===== src/rtl/spi_tx_arbiter.sv =====
// Round-robin packet arbiter feeding one SPI output FIFO write port.
// Packets get a source-ID header; credits keep the FIFO from overfilling.
module spi_tx_arbiter #(
  parameter int          N       = 4,
  parameter int          CREDITS = 15,
  parameter logic [7:0]  HDR_TAG = 8'hA5,
  parameter int          TIMEOUT = 255
) (
  input  logic            CLK,
  input  logic            RST,
  input  logic [16*N-1:0] SRC_DATA,
  input  logic [N-1:0]    SRC_VALID,
  input  logic [N-1:0]    SRC_LAST,
  output logic [N-1:0]    SRC_READY,
  output logic [N-1:0]    GRANT,
  input  logic            TX_LOAD,
  output logic [15:0]     DATA,
  output logic            ENA,
  output logic [4:0]      CREDIT_CNT,
  output logic            ERR_TIMEOUT,
  output logic            ERR_CREDIT,
  input  logic            ERR_CLR
);

  localparam int         IW   = (N > 1) ? $clog2(N) : 1;
  localparam int         SW   = $clog2(TIMEOUT + 1);
  localparam logic [4:0] CMAX = 5'(CREDITS);

  typedef enum logic [1:0] {
    IDLE,
    HDR,
    BURST
  } state_t;

  state_t         state, state_n;
  logic [N-1:0]   grant, grant_n;
  logic [IW-1:0]  ptr, ptr_n, win;
  logic           found;
  logic [4:0]     credit, avail;
  logic           has_cred;
  logic           tx_load_q, rise;
  logic [15:0]    data_q, data_n;
  logic           ena_q, ena_n;
  logic [SW-1:0]  stall, stall_n;
  logic           to_hit;
  logic           err_to, err_cr;
  logic           sel_valid, sel_last, accept;
  logic [15:0]    sel_data;

  assign rise     = TX_LOAD & ~tx_load_q;
  // A word already registered for ENA has consumed its credit.
  assign avail    = credit - {4'b0, ena_q};
  assign has_cred = avail != 5'd0;
  assign accept   = (state == BURST) && has_cred && sel_valid;

  assign SRC_READY   = (state == BURST && has_cred) ? grant : '0;
  assign GRANT       = grant;
  assign DATA        = data_q;
  assign ENA         = ena_q;
  assign CREDIT_CNT  = credit;
  assign ERR_TIMEOUT = err_to;
  assign ERR_CREDIT  = err_cr;

  always_comb begin
    sel_valid = 1'b0;
    sel_last  = 1'b0;
    sel_data  = '0;
    for (int i = 0; i < N; i++) begin
      if (ptr == IW'(i)) begin
        sel_valid = SRC_VALID[i];
        sel_last  = SRC_LAST[i];
        sel_data  = SRC_DATA[16*i +: 16];
      end
    end
  end

  always_comb begin
    int j;
    j     = 0;
    found = 1'b0;
    win   = ptr;
    for (int i = 1; i <= N; i++) begin
      j = int'(ptr) + i;
      if (j >= N) j = j - N;
      if (!found && SRC_VALID[IW'(j)]) begin
        found = 1'b1;
        win   = IW'(j);
      end
    end
  end

  always_comb begin
    state_n = state;
    grant_n = grant;
    ptr_n   = ptr;
    ena_n   = 1'b0;
    data_n  = data_q;
    stall_n = stall;
    to_hit  = 1'b0;
    unique case (state)
      IDLE: begin
        stall_n = '0;
        if (found) begin
          grant_n = {{(N-1){1'b0}}, 1'b1} << win;
          ptr_n   = win;
          state_n = HDR;
        end
      end
      HDR: begin
        if (has_cred) begin
          ena_n   = 1'b1;
          data_n  = {HDR_TAG, 4'h0, 4'(ptr)};
          stall_n = '0;
          state_n = BURST;
        end
      end
      BURST: begin
        if (accept) begin
          ena_n   = 1'b1;
          data_n  = sel_data;
          stall_n = '0;
          if (sel_last) begin
            grant_n = '0;
            state_n = IDLE;
          end
        end else if (!sel_valid && has_cred) begin
          if (stall == SW'(TIMEOUT - 1)) begin
            to_hit  = 1'b1;
            grant_n = '0;
            stall_n = '0;
            state_n = IDLE;
          end else begin
            stall_n = stall + SW'(1);
          end
        end
      end
      default: begin
        grant_n = '0;
        state_n = IDLE;
      end
    endcase
  end

  always_ff @(posedge CLK or posedge RST) begin
    if (RST) begin
      state     <= IDLE;
      grant     <= '0;
      ptr       <= IW'(N - 1);
      data_q    <= '0;
      ena_q     <= 1'b0;
      stall     <= '0;
      tx_load_q <= 1'b0;
    end else begin
      state     <= state_n;
      grant     <= grant_n;
      ptr       <= ptr_n;
      data_q    <= data_n;
      ena_q     <= ena_n;
      stall     <= stall_n;
      tx_load_q <= TX_LOAD;
    end
  end

  // Return at full count is held and flagged; simultaneous ENA nets to zero.
  always_ff @(posedge CLK or posedge RST) begin
    if (RST) begin
      credit <= CMAX;
      err_to <= 1'b0;
      err_cr <= 1'b0;
    end else begin
      if (ena_q && !rise) begin
        credit <= credit - 5'd1;
      end else if (rise && !ena_q && credit != CMAX) begin
        credit <= credit + 5'd1;
      end
      err_to <= to_hit | (err_to & ~ERR_CLR);
      err_cr <= (rise & ~ena_q & (credit == CMAX)) | (err_cr & ~ERR_CLR);
    end
  end

endmodule

===== config.mk =====
export PLATFORM = sky130hd
export DESIGN_NAME = spi_tx_arbiter
export DESIGN_NICKNAME = d
export VERILOG_FILES = /design/src/rtl/spi_tx_arbiter.sv
export SDC_FILE = /design/constraint.sdc
export NUM_CORES = 1
export LEC_CHECK = 0
export BUFFER_PORTS_ARGS = -buffer_cell sky130_fd_sc_hd__buf_2
export CAP_MARGIN = 20
export CORE_MARGIN = 4
export CORE_UTILIZATION = 40
export CTS_BUF_LIST = sky130_fd_sc_hd__clkbuf_4 sky130_fd_sc_hd__clkbuf_8
export DETAILED_ROUTE_END_ITERATION = 16
export PLACE_DENSITY = 0.77
export SLEW_MARGIN = 20
export SYNTH_ARGS = -nofsm -noshare
export SYNTH_HDL_FRONTEND = slang
export SYNTH_SLANG_ARGS = --single-unit

===== constraint.sdc =====
create_clock -name CLK -period 2.5 [get_ports CLK]
set_input_delay 0.125 -clock CLK [delete_from_list [all_inputs] [get_ports CLK]]
set_output_delay 0.125 -clock CLK [all_outputs]
set_load 0.05 [all_outputs]

==> summary.md <==
| Metric | Value |
|---|---|
| Mean Syn Cell Area | `8.38 um^2` |
| Final Cycle Share | `94.5%` |
| Post-layout net count | `554` |
| Post-DP HPWL | `6440 um` |
| Final wirelength | `8000 um` |
| Total track usage | `18.5%` |
| Register area | `1030 um^2` |
| RSZ-0062 raised after global routing | `false` |
| Area of the multi-input gates | `1780 um^2` |
| Max-slew violations | `0` |
| Share of the synthesized area in the top cell type | `29.6%` |
| Yosys reg bits | `41` |
| Max cap viols | `0` |
| Peak Freq | `423 MHz` |
| Detailed Routing Iterations Pass 1 | `4` |
| Die Wd | `94.0 um` |
| Synth async-reset ratio | `100%` |
| Post-synth top area cell | `dfrtp_1` |
| Final WS setup | `0.137 ns` |
| Endpoint class of the critical path | `register` |
| Vias in the first global route | `2,805` |
| CTS Buffer Depth | `2` |
| Clk root buf | `clkbuf_8` |
| Yosys warns | `0` |
| Hold Crit Class | `in -> reg` |
| Grt ovf | `0` |
| CTS Buf Count | `5` |
| Slew of the pin with the lowest slew margin | `0.535 ns` |
| Initial drt markers | `168` |
| Hold path start | `ERR_CLR` |
| Mapped Area | `2960 um^2` |
| Critical path required time | `2.73 ns` |
| CP delay by family, top | `compound AO/OA/AOI/OAI gates` |
| Post-DRT Antenna Nets | `0` |
| Die ar. | `8830 um^2` |
| Area contributors post-synth | `dfrtp_1 (30%), nand2_1 (8.1%), a21oi_1 (7.4%)` |
| Final core occ | `52.1%` |
| Crit Path Category | `reg -> reg` |
| CP max FO | `7` |
| Final Wtd Congestion | `0.911` |
| CP arrival | `2.59 ns` |
| Yosys cell types | `55` |
| Core area | `7210 um^2` |
| Reg2reg setup slack | `0.14 ns` |
| CTS clk-pin slew, worst paths | `0.07 ns` |
| Power Density | `1220 nW/um^2` |
| Largest net degree at the start of global routing | `42` |
| RR Startpoint | `ptr[1]` |
| CTS tree | `done` |
| Initial antenna violation count | `0` |
| R2R cell count | `9` |
| Initial Utilization | `41.0%` |
| Post-layout minimum cycle time | `2.36 ns` |
| Worst-Skew Late Latency | `0.29 ns` |
| Slowest cell delay on critical path | `0.59 ns` |
| Leakage | `1.83 nW` |
| I/O pin count | `108` |
| Placement Rows | `31` |
| EDFF count, synth | `0` |
| Vias per inst | `5.19` |
| Die H | `94.0 um` |
| Worst hold endpoint | `ERR_TIMEOUT` |
| Layout fillers | `717` |
| Final setup viols | `0` |
| Slew Limit Headroom | `64.4%` |
| Post-synth top flop | `dfrtp_1` |
| Final hold vios | `0` |
| Syn Inst Count | `353` |
| Ant. Diodes | `0` |
| H-Tree Depth | `2` |
| Area grow syn2layout | `27.2%` |
| First-pass GRT wire length | `13,100 um` |
| Seq/Total Area, Yosys | `35.0%` |
| Share of cells above drive strength 1 | `33.4%` |
| VDD IR max | `612 uV` |
| CP max-delay cell | `dfstp_2` |
| Port-buffer cells | `107` |
| Setup crit start kind | `register` |
| Placed inst area | `3620 um^2` |
| CP Buf/Inv Count | `2` |
| DR DRC count | `0` |
| Via count | `2,923` |
| CP cell instances | `inv_1 -> ha_1 -> a211oi_2 -> a221oi_4 -> buf_4 -> o31ai_4 -> o21ai_4 -> nor3_2 -> a22o_1` |
| Syn Nets | `444` |
| Clock Sinks | `41` |
| WHS Path Cells | `2` |
| Worst flop-to-flop path endpoint | `GRANT[3]` |
| Max Clock Skew | `0.00557 ns` |
| Worst slack at placement | `-0.00694 ns` |
| Design area | `3760 um^2` |
| Design Power | `4.60 mW` |
| Routed WL per cell | `14.2 um` |
| Status | `finished, final reports clean` |
[per-layer routing]
metal  GRT usage (%)  vias to the layer above  share of wire, %
li1                -                     1458                 -
met1            24.3                     1370                43
met2            30.8                       81                50
met3            2.80                       14               4.3
met4            6.86                        0               1.8
met5               0                        -                 0
[where the power goes]
part / leakage [nW] / internal [mW] / switching [mW] / total, mW
logic: 1.26 / 1.17 / 1.95 / 3.12
registers: 0.518 / 0.867 / 0.155 / 1.02
clock network: 0.0523 / 0.247 / 0.217 / 0.464
[logic make-up after synthesis]
kind of cell | share of synthesized area [%]
buffers and inverters | 5.20
XOR/XNOR | 3.85
AO/OA/AOI/OAI | 20.0
multiplexers | 4.44
adder cells (fa/ha/maj) | 6.60
AND/OR/NAND/NOR | 25.0
flip-flops | 35.0
[placed cells by master, fill, tap and decap left out, drive strengths merged, types with 2 or more instances in the layout]
| cell | netlist | final |
|---|---|---|
| buf | 10 | 121 |
| xor2 | 6 | 6 |
| o31ai | 2 | 2 |
| mux2i | 3 | 3 |
| nor2 | 24 | 24 |
| a21oi | 44 | 44 |
| mux2 | 3 | 3 |
| dlygate4sd3 | 0 | 2 |
| o32ai | 2 | 2 |
| or4 | 2 | 2 |
| xnor2 | 7 | 7 |
| o21ai | 20 | 20 |
| a21o | 3 | 3 |
| nor2b | 4 | 4 |
| clkbuf | 10 | 8 |
| dfrtp | 35 | 35 |
| nor3b | 2 | 2 |
| nor3 | 2 | 2 |
| a221oi | 3 | 3 |
| ha | 14 | 14 |
| inv | 15 | 15 |
| nand4 | 4 | 4 |
| nand3b | 16 | 16 |
| a31oi | 7 | 7 |
| mux4 | 3 | 3 |
| nand2 | 64 | 64 |
| and3 | 5 | 5 |
| a22o | 5 | 5 |
| o211ai | 2 | 2 |
| or2 | 3 | 3 |
| nand3 | 13 | 13 |
| nand2b | 2 | 2 |
| dfstp | 6 | 6 |
[state kept, by name, indices dropped and copies added, names as in the netlist]
register	count
tx_load_q	1
DATA	16
ptr	2
ENA	1
state	2
GRANT	4
CREDIT_CNT	5
ERR_CREDIT	1
ERR_TIMEOUT	1
stall	8
[cells in the mapped netlist, types with 2 or more instances]
master	instances
ha_1	14
mux2_2	3
buf_2	3
nand3b_1	16
buf_4	3
o32ai_1	2
o21ai_0	19
a22o_1	5
xnor2_1	7
o211ai_1	2
dfstp_2	6
or4_1	2
and3_1	5
buf_1	3
nand4_1	4
a221oi_1	2
a31oi_1	7
mux2i_1	3
dfrtp_1	35
inv_1	15
nand3_1	13
nor2b_1	4
or2_2	2
nor2_1	22
nand2_1	64
a21oi_1	44
a21o_1	3
xor2_1	6
nand2b_1	2
mux4_2	3
clkbuf_1	10
[worst max path at each step]
stage               slack, ns  depth (start not counted)  endpoint     startpoint
global route            0.003                          8  GRANT[0]  CREDIT_CNT[0]
detailed placement     -0.007                          9  state[0]         ptr[1]
floorplan                0.08                          9  GRANT[0]  CREDIT_CNT[0]
global placement         0.16                          9  GRANT[0]         ptr[1]
CTS                      0.02                          9  state[0]         ptr[0]
finish                   0.14                          9  GRANT[3]         ptr[1]
[layout make-up]
cell class | instances | share of cell area [%]
repair buffers | 123 | 17.7
inverters | 15 | 1.50
clock buffers | 8 | 2.60
flip-flops and latches | 41 | 27.5
multi-input cells | 277 | 47.5
well taps | 99 | 3.29
[metrics by stage]
| stage | hold WS, ns | TNS [ns] | std cells |
|---|---|---|---|
| floorplan | 0.156 | 0 | 353 |
| CTS | 0.0498 | 0 | 562 |
| finish | 0.0513 | 0 | 563 |
| global placement | 0.251 | 0 | 552 |
| detailed placement | 0.256 | -0.00694 | 552 |
| global route | 0.0587 | 0 | 563 |
[timing repair]
| item | in CTS | in global routing |
|---|---|---|
| buffers inserted | 0 | 1 |
| pin swaps | 0 | 3 |
| gates resized for setup | 1 | 4 |
| hold endpoints to repair | 36 | 0 |
| hold buffers | 2 | 0 |
| setup endpoints to repair | 2 | 11 |
Power figures use the tool's default switching activity.
